[src/rtl/spi_counter_ctrl.sv]
// spi_counter_ctrl: SPI mode-0 slave that drives run/clear/step controls of a 25-bit counter.
// Option: define SPI_CTRL_SNAPSHOT_EN to read back a snapshot of count_in taken at the 0x20 decode.

module spi_counter_ctrl (
    input  logic        clk,
    input  logic        rst,
    input  logic        sclk,
    input  logic        ce0,
    input  logic        mosi,
    output logic        miso,
    input  logic [24:0] count_in,
    output logic        count_en,
    output logic        count_clr,
    output logic [7:0]  step,
    output logic        busy,
    output logic        cmd_err
);

    localparam logic [2:0] S_IDLE  = 3'd0;
    localparam logic [2:0] S_CMD   = 3'd1;
    localparam logic [2:0] S_WSTEP = 3'd2;
    localparam logic [2:0] S_RDATA = 3'd3;
    localparam logic [2:0] S_FLUSH = 3'd4;

    // [0]/[1] form the synchronizer, [2] is the previous synchronized value
    logic [2:0]  sclk_sync_q, sclk_sync_d;
    logic [2:0]  ce0_sync_q, ce0_sync_d;
    logic [1:0]  mosi_sync_q, mosi_sync_d;

    logic [2:0]  state_q, state_d;
    logic [2:0]  bit_cnt_q, bit_cnt_d;
    logic [1:0]  byte_cnt_q, byte_cnt_d;
    logic [6:0]  rx_q, rx_d;
    logic [31:0] sh_q, sh_d;
    logic        armed_q, armed_d;
    logic        last_q, last_d;
    logic        count_en_q, count_en_d;
    logic        count_clr_q, count_clr_d;
    logic [7:0]  step_q, step_d;
    logic        cmd_err_q, cmd_err_d;

    logic        sclk_rise, sclk_fall;
    logic        ce0_s, ce0_fall, mosi_s;
    logic [7:0]  rx_byte;
    logic [24:0] rd_src;
    logic [31:0] rd_word, rd_shift;

`ifdef SPI_CTRL_SNAPSHOT_EN
    logic [24:0] snap_q, snap_d;
    assign rd_src = snap_q;
`else
    assign rd_src = count_in;
`endif

    assign sclk_rise = sclk_sync_q[1] & ~sclk_sync_q[2];
    assign sclk_fall = ~sclk_sync_q[1] & sclk_sync_q[2];
    assign ce0_s     = ce0_sync_q[1];
    assign ce0_fall  = ~ce0_sync_q[1] & ce0_sync_q[2];
    assign mosi_s    = mosi_sync_q[1];
    assign rx_byte   = {rx_q, mosi_s};
    assign rd_word   = {7'b0, rd_src};
    assign rd_shift  = rd_word << {byte_cnt_q, 3'b000};

    assign miso      = sh_q[31];
    assign count_en  = count_en_q;
    assign count_clr = count_clr_q;
    assign step      = step_q;
    assign busy      = ~ce0_s;
    assign cmd_err   = cmd_err_q;

    // Shift the asynchronous SPI pins into the clk domain
    always_comb begin
        sclk_sync_d = {sclk_sync_q[1:0], sclk};
        ce0_sync_d  = {ce0_sync_q[1:0], ce0};
        mosi_sync_d = {mosi_sync_q[0], mosi};
    end

    // Protocol FSM: command decode, step write and 32-bit readback
    always_comb begin
        state_d     = state_q;
        bit_cnt_d   = bit_cnt_q;
        byte_cnt_d  = byte_cnt_q;
        rx_d        = rx_q;
        sh_d        = sh_q;
        armed_d     = armed_q;
        last_d      = last_q;
        count_en_d  = count_en_q;
        count_clr_d = 1'b0;
        step_d      = step_q;
        cmd_err_d   = cmd_err_q;
`ifdef SPI_CTRL_SNAPSHOT_EN
        snap_d      = snap_q;
`endif
        if (ce0_s) begin
            // Deselect wins over everything, including a byte completing now
            state_d = S_IDLE;
            sh_d    = '0;
        end else begin
            case (state_q)
                S_IDLE: begin
                    if (ce0_fall) begin
                        state_d   = S_CMD;
                        bit_cnt_d = '0;
                        rx_d      = '0;
                        sh_d      = '0;
                    end
                end
                S_CMD: begin
                    if (sclk_rise) begin
                        rx_d      = rx_byte[6:0];
                        bit_cnt_d = bit_cnt_q + 3'd1;
                        if (bit_cnt_q == 3'd7) begin
                            state_d = S_FLUSH;
                            case (rx_byte)
                                8'h01: begin
                                    count_en_d = 1'b1;
                                    cmd_err_d  = 1'b0;
                                end
                                8'h02: begin
                                    count_en_d = 1'b0;
                                    cmd_err_d  = 1'b0;
                                end
                                8'h03: begin
                                    count_clr_d = 1'b1;
                                    cmd_err_d   = 1'b0;
                                end
                                8'h10: begin
                                    state_d   = S_WSTEP;
                                    cmd_err_d = 1'b0;
                                end
                                8'h20: begin
                                    state_d    = S_RDATA;
                                    cmd_err_d  = 1'b0;
                                    sh_d       = {7'b0, count_in};
                                    byte_cnt_d = '0;
                                    armed_d    = 1'b0;
                                    last_d     = 1'b0;
`ifdef SPI_CTRL_SNAPSHOT_EN
                                    snap_d     = count_in;
`endif
                                end
                                default: cmd_err_d = 1'b1;
                            endcase
                        end
                    end
                end
                S_WSTEP: begin
                    if (sclk_rise) begin
                        rx_d      = rx_byte[6:0];
                        bit_cnt_d = bit_cnt_q + 3'd1;
                        if (bit_cnt_q == 3'd7) begin
                            step_d  = rx_byte;
                            state_d = S_FLUSH;
                        end
                    end
                end
                S_RDATA: begin
                    // A falling edge only advances miso once its bit was sampled
                    if (sclk_rise) begin
                        armed_d   = 1'b1;
                        bit_cnt_d = bit_cnt_q + 3'd1;
                        if (bit_cnt_q == 3'd7) begin
                            byte_cnt_d = byte_cnt_q + 2'd1;
                            if (byte_cnt_q == 2'd3) begin
                                last_d = 1'b1;
                            end
                        end
                    end else if (sclk_fall && armed_q) begin
                        armed_d = 1'b0;
                        if (last_q) begin
                            sh_d    = '0;
                            state_d = S_FLUSH;
                        end else if (bit_cnt_q == 3'd0) begin
                            sh_d = rd_shift;
                        end else begin
                            sh_d = {sh_q[30:0], 1'b0};
                        end
                    end
                end
                S_FLUSH: begin
                    sh_d = '0;
                end
                default: begin
                    state_d = S_IDLE;
                    sh_d    = '0;
                end
            endcase
        end
    end

    // State registers with synchronous reset
    always_ff @(posedge clk) begin
        if (rst) begin
            sclk_sync_q <= 3'b000;
            ce0_sync_q  <= 3'b111;
            mosi_sync_q <= 2'b00;
            state_q     <= S_IDLE;
            bit_cnt_q   <= '0;
            byte_cnt_q  <= '0;
            rx_q        <= '0;
            sh_q        <= '0;
            armed_q     <= 1'b0;
            last_q      <= 1'b0;
            count_en_q  <= 1'b0;
            count_clr_q <= 1'b0;
            step_q      <= 8'h01;
            cmd_err_q   <= 1'b0;
`ifdef SPI_CTRL_SNAPSHOT_EN
            snap_q      <= '0;
`endif
        end else begin
            sclk_sync_q <= sclk_sync_d;
            ce0_sync_q  <= ce0_sync_d;
            mosi_sync_q <= mosi_sync_d;
            state_q     <= state_d;
            bit_cnt_q   <= bit_cnt_d;
            byte_cnt_q  <= byte_cnt_d;
            rx_q        <= rx_d;
            sh_q        <= sh_d;
            armed_q     <= armed_d;
            last_q      <= last_d;
            count_en_q  <= count_en_d;
            count_clr_q <= count_clr_d;
            step_q      <= step_d;
            cmd_err_q   <= cmd_err_d;
`ifdef SPI_CTRL_SNAPSHOT_EN
            snap_q      <= snap_d;
`endif
        end
    end

endmodule

[config.mk]
export PLATFORM = sky130hd
export DESIGN_NAME = spi_counter_ctrl
export DESIGN_NICKNAME = d
export VERILOG_FILES = /design/src/rtl/spi_counter_ctrl.sv
export SDC_FILE = /design/constraint.sdc
export NUM_CORES = 1
export LEC_CHECK = 0
export ABC_AREA = 1
export CAP_MARGIN = 30
export CORE_MARGIN = 2
export CORE_UTILIZATION = 45
export CTS_CLUSTER_DIAMETER = 80
export DETAILED_ROUTE_END_ITERATION = 8
export PLACE_DENSITY_LB_ADDON = 0.08
export SKIP_LAST_GASP = 1
export SLEW_MARGIN = 30
export SYNTH_ARGS = -nofsm -noshare
export SYNTH_HDL_FRONTEND = slang
export SYNTH_SLANG_ARGS = --single-unit
[constraint.sdc]
create_clock -name clk -period 2.66 [get_ports clk]
set_input_delay 0.399 -clock clk [delete_from_list [all_inputs] [get_ports clk]]
set_output_delay 0.399 -clock clk [all_outputs]
set_load 0.03 [all_outputs]
== Word level (Yosys, flattened, before mapping) ==
Index checks and enable logic that the tools add are counted.

* $add $sub $neg: 2
* Eq/ne operators: 26
* Shifts and indexed selects: 1
* Multiplexer cells: 44
* Bitwise operators: 11
* Reductions and logical operators: 22

{| class="wikitable"
|+ Operator list
! kind !! count
|-
| $mux 32 || 8
|-
| $pmux 32 s4 || 1
|-
| $shl 25x5->32 || 1
|-
| $mux 3 || 10
|-
| $ne 2x2->1 const B || 12
|-
| $eq 8x2->1 const B || 2
|-
| $reduce_and 4->1 || 4
|-
| $pmux 3 s5 || 1
|-
| $mux 7 || 2
|-
| $pmux 7 s2 || 1
|-
| $reduce_and 7->1 || 2
|-
| $pmux 3 s2 || 2
|-
| $mux 1 || 10
|-
| $mux 2 || 5
|-
| $reduce_or 5->1 || 2
|-
| $reduce_and 9->1 || 1
|-
| $eq 8x1->1 const B || 1
|-
| $eq 8x5->1 const B || 1
|-
| $eq 8x6->1 const B || 1
|-
| $not 1->1 || 8
|-
| $reduce_and 8->1 || 1
|-
| $reduce_bool 2->1 || 4
|-
| $eq 3x2->1 const B || 2
|-
| $eq 3x3->1 const B || 2
|-
| other kinds (15) || 22
|}

* Register bits: 68
* Bits of input ports: 30
* Word-level logic and storage cells: 120

== Depth between registers and ports, before layout ==
Gate-level depths: netlist (run 1).

* Depth after elaboration: 6
* Gate-level depth with buffers: 11
* Gate-level depth less buffers: 10

== Least setup slack after synthesis (run 1) ==
Ideal clock, no wire load.

* Kind: register -> register
* From: reg bit_cnt_q[1]
* To: reg sh_q[7]
* Library setup time: 0.070 ns
* Arrival: 1.502 ns
* Slack: 1.088 ns
* Stages on the path, launching flop included: 12
* Period minus slack after synthesis: 1.572 ns
* Path through: dfxtp_1 -> ha_1 -> ha_1 -> inv_1 -> nor2_1 -> nor2_1 -> nor2_1 -> nand2_1 -> nor2_4 -> buf_4 -> nand2_1 -> a21oi_1

* Longest elaborated chain between the ends: 6
* Elaborated cells between the ends (all ways): 9
* Classes of those cells: eq/ne: 2; mux: 5; reduce/logical: 2

{| class="wikitable"
|+ Ends and longest elaborated chain
! what !! RTL line !! source
|-
| from (decl) || 31 || <nowiki>logic [2:0] bit_cnt_q, bit_cnt_d;</nowiki>
|-
| from (signal assigned) || 216 || <nowiki>bit_cnt_q <= bit_cnt_d;</nowiki>
|-
| $logic_not 3->1 || 173 || <nowiki>end else if (bit_cnt_q == 3'd0) begin</nowiki>
|-
| $mux 32 || 173 ||
|-
| $mux 32 || 170 || <nowiki>if (last_q) begin</nowiki>
|-
| $mux 32 || 168 || <nowiki>end else if (sclk_fall && armed_q) begin</nowiki>
|-
| $mux 32 || 159 || <nowiki>if (sclk_rise) begin</nowiki>
|-
| $pmux 32 s4 || 99 || <nowiki>case (state_q)</nowiki>
|-
| to (signal assigned) || 201 || <nowiki>sh_q <= '0;</nowiki>
|-
| to (signal assigned) || 219 || <nowiki>sh_q <= sh_d;</nowiki>
|-
| to (decl) || 34 || <nowiki>logic [31:0] sh_q, sh_d;</nowiki>
|}

Parallel ways exist; a longest one is shown, timed or not. The select of a mux whose other input is x is not followed.
A chain may end at the register's enable or synchronous reset.

== Final worst setup path (run 1) ==
* From: reg bit_cnt_q[1]
* To: reg sh_q[8]

Same word-level chain as after synthesis.

==> results_dict.tcl, run 1 <==
set metrics [dict create \
    status "finished, final reports clean" \
    hold-worst-slack_ps 404.9 \
    clockBufferDepth 2 \
    pwr-share-comb_pct 9.1 \
    setup-tns-final_ps 0 \
    maxSlewViolCount 0 \
    post-route-min-period_ps 2015 \
    critPathCaptureType "register" \
    rrSetupSlack_ps 640 \
    dp_hpwl_mm 7.447 \
    ios 43 \
    fin_crit_sh_pct 75.76 \
    internal-power_uw 1741 \
    grt_pass1_vias 3936 \
    drive_gt1_share_pct 7.649 \
    cts_tree "built" \
    wl_per_cell_um 13.57 \
    netSwitchingPower_uw 569.5 \
    post_cts_resize_count 0 \
    ys.flop_type "dfxtp_1" \
    worst_skew_pair.late_latency_ps 350 \
    cts_made_buffers 9 \
    instances_no_fill 814 \
    synthCells 666 \
    globalplace.congestion 0.9019 \
    synth_edf_count 0 \
    clk_pin_slew_ps 70 \
    via_count 4255 \
    ff_latch_area_um2 1361 \
    fin_skew_ps 9.994 \
    fmax_mhz 496.2 \
    ys_warn_count 0 \
    dp.cells 798 \
    area_growth_syn_to_layout_pct 18.86 \
    viasPerCell 5.227 \
    dieArea_um2 9580 \
    syn-num-nets 700 \
    multi_input_area_um2 2263 \
    postSynthAreaPerCell_um2 5.955 \
    peakVddDrop_mv 0.2572 \
    slew_headroom_pct 58.25 \
    cp_max_fo 32 \
    drtAntennaViolNets 0 \
    grt_setup_unrepaired "false" \
    netlist_area_um2 3966 \
    fill_cells 892 \
    cts.sinks 68 \
    post_cts_buffers 0 \
    power_leakage_uw 0.001995 \
    row_count 34 \
    drc_errors 0 \
    finalSetupViolations 0 \
    cts.root.buffer_cell "clkbuf_8" \
    core_area_um2 8636 \
    drtIter0Drc 167 \
    grt.total_usage_pct 23.12 \
    synth.top_cell.area_share_pct 34.32 \
    hold_viol 0 \
    overflow 0 \
    ys_types 26 \
    ys_ff_latch 68 \
    worstPathArrival_ps 2290 \
    cp.required_ps 2930 \
    htreeDepth 3 \
    p_sw_share_pct 24.65 \
    path_class "reg -> reg" \
    clkPwrFrac_pct 46.0 \
    grt_pass1_wl_mm 18.00 \
    grt_antenna_before_repair 0 \
    start_util_pct 45.93 \
    yosys-top-cells-area "dfxtp_1 34%, nand2_1 23%, nand3_1 8.7%" \
    drt-total-wl_mm 11.05 \
    grt_max_degree 36 \
    async_flop_share_pct 0 \
    maxCapViolCount 0 \
    tightestPinTransition_ps 622.3 \
    drt_first_pass_iters 4 \
    holdCritPathClass "reg -> reg" \
    antennaDiodeCount 0 \
    powerDensity_nw_per_um2 490.1 \
    fin_nets 735 \
    cp-start-kind "register" \
    synth_largest_area_cell "dfxtp_1" \
    io_buffers 42 \
    hold_buffers 0 \
    seq_area_frac_synth_pct 34.32 \
    die_width_um 97.88 \
    die_y_um 97.88 \
    sequentialPowerShare_pct 44.9 \
]
==> logic make-up after synthesis <==
kind of cell	count (synthesis)	share of synthesized area, %
compound gates	68	8.738
fa+ha+maj	4	1.262
buf+inv	82	8.612
flops	68	34.32
simple gates	444	47.07
==> layer usage <==
layer  up-vias  wire, um  global-route usage, %  share of wire (%)
li1       2174         -                      -                  -
met1      1960      4789                  27.96                 43
met2       104      5475                  40.36                 50
met3        17       535                  3.579                4.8
met4         0       248                  10.47                2.2
met5         -         0                      0                  0
==> cell usage in the layout (no fill, tap or decap), drive strengths merged <==
master	count
nand2	249
nor2	98
nand3	71
dfxtp	68
inv	50
a21oi	46
clkdlybuf4s50	42
o21ai	19
buf	13
nand4	11
clkbuf	9
or2	8
nor3	6
clkinv	5
ha	4
bufinv	3
o211ai	2
a31oi	1
nand3b	1
==> registers in the layout (all words and copies together) (netlist names) <==
name         count
sh_q            32
bit_cnt_q        3
count_en         1
state_q          3
armed_q          1
cmd_err          1
step             8
ce0_sync_q       3
sclk_sync_q      3
last_q           1
mosi_sync_q      2
byte_cnt_q       2
count_clr        1
rx_q             7
==> worst paths after layout <==
path	depth (start not counted)	start	to
hold reg to reg	2	sclk_sync_q[0]	sclk_sync_q[1]
setup reg to reg	11	bit_cnt_q[1]	sh_q[8]
hold / removal	2	sclk_sync_q[0]	sclk_sync_q[1]
setup / recovery	11	bit_cnt_q[1]	sh_q[8]
==> cells in the mapped netlist, types with 4 or more instances <==
cell      count
nand2_1     246
nor2_1       92
nand3_1      69
dfxtp_1      68
a21oi_1      46
inv_1        43
o21ai_0      18
clkbuf_1     14
buf_2        12
nand4_1      11
or2_2         8
buf_4         5
inv_2         5
nor3_1        5
ha_1          4
nor2_2        4
==> stage by stage <==
step / cell area, um2 / utilization (%) / total power, uW / setup slack, ps
detailed placement: 4469 / 51.75 / 1271 / 697.8
finish: 4715 / 54.59 / 2311 / 644.9
global route: 4715 / 54.59 / 2402 / 441.9
floorplan: 3966 / - / 1180 / 1088
global placement: 4469 / 51.75 / 1269 / 778.8
CTS: 4715 / 54.59 / 2333 / 647.4
==> power by group through the flow <==
stage	Sequential, uW	Combinational, uW	Clock, uW
after floorplan	1060	120	0
after global placement	1060	208	0
after detailed placement	1060	209	0
after CTS	1040	210	1080
after global routing	1040	233	1130
final	1040	210	1060
==> layout make-up <==
type	count	share of cell area, %
Tap cell	108	2.866
Sequential cell	68	28.87
Multi-Input combinational cell	516	48.01
Timing Repair Buffer	55	10.99
Inverter	51	4.061
Clock buffer	9	2.627
Clock inverter	7	2.574
==> worst max-delay path, stage by stage (launching register included) <==
cell and delay [ps]:
dfxtp_1 370, ha_1 170, ha_1 140, inv_1 40, nor2_1 180, nor2_1 80
nor2_1 180, nand2_1 110, nor2_4 80, buf_4 350, nand2_1 100, a21oi_1 140
Power figures use the tool's default switching activity.
==> run 2, diff against run 1 <==
==> constraint.sdc (replaced) <==
create_clock -name clk -period 1.8 [get_ports clk]
set_input_delay 0.27 -clock clk [delete_from_list [all_inputs] [get_ports clk]]
set_output_delay 0.27 -clock clk [all_outputs]
set_load 0.03 [all_outputs]
==> run 2 against run 1 <==
Critical path type unchanged. Routed wire length is 2.1% higher. Final cell count increased by 1.5%. Highest routed layer unchanged. Non-clock buffer count is 12 higher. Critical endpoint is now sh_q[23]. Combinational power increased by 66%. Design area is 6.8% higher. Via count grew 0.94%. Count of clock-buffer cells in the layout unchanged.
==> results_dict.tcl, run 2 (same netlist as run 1, synthesis figures left out) <==
set metrics [dict create \
    antennaDiodeCount 0 \
    row_count 34 \
    via_count 4295 \
    post_dp_cell_area_um2 4604 \
    viasPerCell 5.200 \
    clk_pin_slew_ps 80 \
    fmax_mhz 581.5 \
    die_y_um 97.88 \
    finalSetupViolations 0 \
    tightestPinTransition_ps 446.7 \
    clockBufferDepth 2 \
    worstPathArrival_ps 2010 \
    grt_antenna_before_repair 0 \
    hold-worst-slack_ps 404.8 \
    post-route-min-period_ps 1720 \
    wl_per_cell_um 13.66 \
    grt.total_usage_pct 23.09 \
    critPathCaptureType "register" \
    setup-tns-final_ps 0 \
    grt_max_degree 38 \
    grt_pass1_wl_mm 18.11 \
    htreeDepth 3 \
    core_area_um2 8636 \
    drtIter0Drc 180 \
    dp_hpwl_mm 7.321 \
    final_cell_mix "239 x nand2_1, 86 x nor2_1, 69 x nand3_1" \
    io_buffers 42 \
    drt_first_pass_iters 4 \
    hold_depth 2 \
    overflow 0 \
    grt_setup_unrepaired "true" \
    globalplace.congestion 0.8739 \
    path_class "reg -> reg" \
    drtAntennaViolNets 0 \
    cp.required_ps 2090 \
    largest_reg_flops 32 \
    maxCapViolCount 0 \
    drive_gt1_share_pct 12.67 \
    maxSlewViolCount 0 \
    cts_made_buffers 9 \
    cts_tree "built" \
    worst_skew_pair.late_latency_ps 360 \
    area_growth_syn_to_layout_pct 26.97 \
    status "finished, final reports clean" \
    cts.root.buffer_cell "clkbuf_8" \
    drt-total-wl_mm 11.28 \
    die_width_um 97.88 \
    power_uw 3469 \
    fin_crit_sh_pct 95.54 \
    drc_errors 0 \
    cp-start-kind "register" \
    fin_nets 747 \
    peakVddDrop_mv 0.4206 \
    cp_max_fo 8 \
    hold_viol 0 \
    final_common_cell "nand2_1" \
    fin_area_um2 5036 \
    dieArea_um2 9580 \
    r2r_cells 11 \
    start_util_pct 45.93 \
    rrSetupSlack_ps 80 \
    slew_headroom_pct 70.22 \
    cts.sinks 68 \
    power_leakage_uw 0.002155 \
    grt_pass1_vias 3986 \
    holdCritPathClass "reg -> reg" \
    powerDensity_nw_per_um2 688.9 \
    top_register "sh_q" \
    fin_skew_ps 6.368 \
    hold_buffers 0 \
    ios 43 \
]
-- run 2: cell types whose count changed in the layout (fill, tap and decap cells not counted), moves of 5 or more --
cell	previous run	this run
a21oi_1	46	39
a21oi_2	0	7
nand2_1	246	239
buf_12	0	6
nor2_1	92	86
nor2_2	4	9
-- run 2: routing by layer --
metal / wire (um) / global-route usage [%] / up-vias
met5: 0 / 0 / -
met4: 349 / 12.71 / 0
met3: 613 / 3.508 / 29
met2: 5580 / 38.99 / 119
met1: 4741 / 28.15 / 1941
li1: - / - / 2206
-- run 2: area by class of cell --
class | count | area [um2]
Clock buffer | 9 | 123.9
Sequential cell | 68 | 1366
Multi-Input combinational cell | 516 | 2372
Inverter | 51 | 191.4
Clock inverter | 7 | 122.6
Fill cell | 848 | 3600
Timing Repair Buffer | 67 | 724.4
Tap cell | 108 | 135.1
-- run 2: power by group --
group	total [uW]	switching, uW	internal (uW)
clock network	1590	658	930
logic	349	197	152
registers	1530	15.4	1520
total	3470	870	2600
-- run 2: path summary, 6_finish.rpt --
check	start	to
min	sclk_sync_q[0]	sclk_sync_q[1]
max	bit_cnt_q[1]	sh_q[23]
max reg2reg	bit_cnt_q[1]	sh_q[23]
min reg2reg	sclk_sync_q[0]	sclk_sync_q[1]
-- run 2: critical path: stages (launching register included) --
cell	delay [ps]
dfxtp_4	370
ha_4	130
ha_4	120
inv_2	40
nor2_4	90
nor2_2	60
nor2_2	120
nand2_2	70
nor2_4	250
clkbuf_16	240
nand2_1	60
a21oi_1	110
-- run 2: timing repair --
item | 4_1_cts | 5_1_grt
buffers inserted | 0 | 1
setup endpoints to repair | 0 | 45
resized for setup | 0 | 34
-- run 2: metrics by stage --
step | worst slack [ps] | instances | util (%)
after floorplan | 227.5 | 666 | -
after global placement | 106.3 | 806 | 53.32
after detailed placement | 37.72 | 806 | 53.32
after CTS | 2.841 | 822 | 56.17
after global routing | -39.90 | 826 | 58.32
final | 80.24 | 826 | 58.32
==> run 3, diff against run 2 <==
--- a/config.mk
+++ b/config.mk
@@ -8,7 +8,7 @@
 export ABC_AREA = 1
 export CAP_MARGIN = 30
 export CORE_MARGIN = 2
-export CORE_UTILIZATION = 45
+export CORE_UTILIZATION = 40
 export CTS_CLUSTER_DIAMETER = 80
 export DETAILED_ROUTE_END_ITERATION = 8
 export PLACE_DENSITY_LB_ADDON = 0.08
==> run 3 against run 2 <==
Sequential cell count unchanged. Core utilization decreased by 6.9 points. Global-route usage down 1.3 points. Combinational power rose by 2%. Register-to-register slack got worse by 30 ps. Final cell count grew 3.0%. Die area grew 12%. Hold slack worse by 12 ps. Critical path depth did not move. Sequential power hardly changed. Critical path type unchanged. Largest power group is now registers.
==> results_dict.tcl, run 3 (same netlist as run 1, synthesis figures left out) <==
set metrics [dict create \
    status "finished, final reports clean" \
    path_class "reg -> reg" \
    grt_setup_unrepaired "true" \
    worst_hold_startpoint "mosi_sync_q[0]" \
    start_util_pct 40.96 \
    globalplace.congestion 0.8567 \
    holdCritPathClass "reg -> reg" \
    clk_pin_slew_ps 80 \
    fin_area_um2 4975 \
    top_register "sh_q" \
    finalSetupViolations 0 \
    row_count 36 \
    fin_nets 747 \
    drtIter0Drc 169 \
    power_leakage_uw 0.002095 \
    ios 43 \
    maxSlewViolCount 0 \
    powerDensity_nw_per_um2 622.7 \
    instances_no_fill 851 \
    viasPerCell 5.094 \
    via_count 4335 \
    crit_path_start "bit_cnt_q[0]" \
    dp.cells 830 \
    grt_pass1_vias 4027 \
    fin_skew_ps 17.70 \
    slew_headroom_pct 69.78 \
    post_dp_cell_area_um2 4591 \
    dieArea_um2 10730 \
    drt-total-wl_mm 12.13 \
    die_y_um 103.6 \
    post-route-min-period_ps 1749 \
    cts_tree "built" \
    drive_gt1_share_pct 12.40 \
    cp_max_fo 8 \
    drc_errors 0 \
    grt_max_degree 38 \
    cts.sinks 68 \
    largest_reg_flops 32 \
    grt_pass1_wl_mm 19.15 \
    antennaDiodeCount 0 \
    die_width_um 103.6 \
    dp_hpwl_mm 8.003 \
    htreeDepth 3 \
    critPathCaptureType "register" \
    final_common_cell "nand2_1" \
    worst_skew_pair.late_latency_ps 350 \
    cts.root.buffer_cell "clkbuf_8" \
    hold-worst-slack_ps 392.4 \
    r2r_start "bit_cnt_q[0]" \
    io_buffers 42 \
    fmax_mhz 571.8 \
    hold_buffers 0 \
    overflow 0 \
    cp-start-kind "register" \
    drtAntennaViolNets 0 \
    hold_viol 0 \
    grt.total_usage_pct 21.84 \
    maxCapViolCount 0 \
    wl_per_cell_um 14.25 \
    worstPathArrival_ps 2030 \
    drt_first_pass_iters 4 \
    grt_antenna_before_repair 0 \
    peakVddDrop_mv 0.3555 \
    cp.required_ps 2080 \
    tightestPinTransition_ps 453.2 \
    fin_crit_sh_pct 97.16 \
    cts_made_buffers 9 \
    final_cell_mix "239 x nand2_1, 87 x nor2_1, 69 x nand3_1" \
    core_area_um2 9684 \
    clockBufferDepth 2 \
    area_growth_syn_to_layout_pct 25.43 \
]
==> run 3: changes by cell type in the layout (fill, tap and decap cells not counted), moves of 2 or more <==
cell       change
nand2_2        +2
bufinv_16      -3
nor2_2         -4
nand2_4        -2
nor2_4         +3
buf_6          +3
buf_12         -3
==> run 3: area by class of cell <==
cell class              count  area, um2
clock buffers              10      137.6
repair buffers             67      698.2
flip-flops and latches     68       1364
multi-input cells         516       2371
fillers                  1016       4710
clock inverters             6      46.29
well taps                 133      166.4
inverters                  51      191.4
==> run 3: where the power goes <==
group | total (uW) | internal [uW] | switching (uW) | leakage [uW]
combinational | 355 | 150 | 206 | 0.00145
clock | 1210 | 548 | 660 | 0.0000893
sequential | 1540 | 1520 | 15.5 | 0.000551
total | 3100 | 2220 | 881 | 0.00210
==> run 3: final timing paths <==
check | endpoint | slack (ps) | depth (start not counted)
max | sh_q[5] | 50 | 11
max reg2reg | sh_q[5] | 50 | 11
min reg2reg | mosi_sync_q[1] | 390 | 2
min | mosi_sync_q[1] | 390 | 2
==> run 3: layer usage <==
layer / wire, um / global-route usage (%) / share of wire (%)
met4: 259 / 7.046 / 2.1
met2: 5678 / 35.86 / 47
met1: 5520 / 28.83 / 46
met5: 0 / 0 / 0
met3: 672 / 4.468 / 5.5
==> run 3: worst max-delay path, stage by stage, from the launching register on <==
cell	delay [ps]
dfxtp_2	370
ha_4	140
ha_4	120
inv_2	40
nor2_4	120
nor2_4	60
nor2_4	90
nand2_2	70
nor2_4	250
clkbuf_16	230
nand2_4	50
a21oi_2	140
==> run 3: stage by stage <==
| stage | power, uW | setup slack (ps) | setup TNS, ps | utilization, % |
|---|---|---|---|---|
| after floorplan | 1743 | 227.5 | 0 | - |
| final | 3098 | 51.13 | 0 | 51.37 |
| after global routing | 3249 | -38.35 | -244.5 | 51.37 |
| after global placement | 1891 | 86.16 | 0 | 47.40 |
| after CTS | 3101 | -12.47 | -27.49 | 49.30 |
| after detailed placement | 1893 | 3.440 | 0 | 47.40 |
==> run 3: timing repair <==
item	4_1_cts	5_1_grt
resized for setup	0	35
endpoints found under the setup margin	5	35
gates cloned	0	3
setup buffers	0	2
pin swaps	0	7
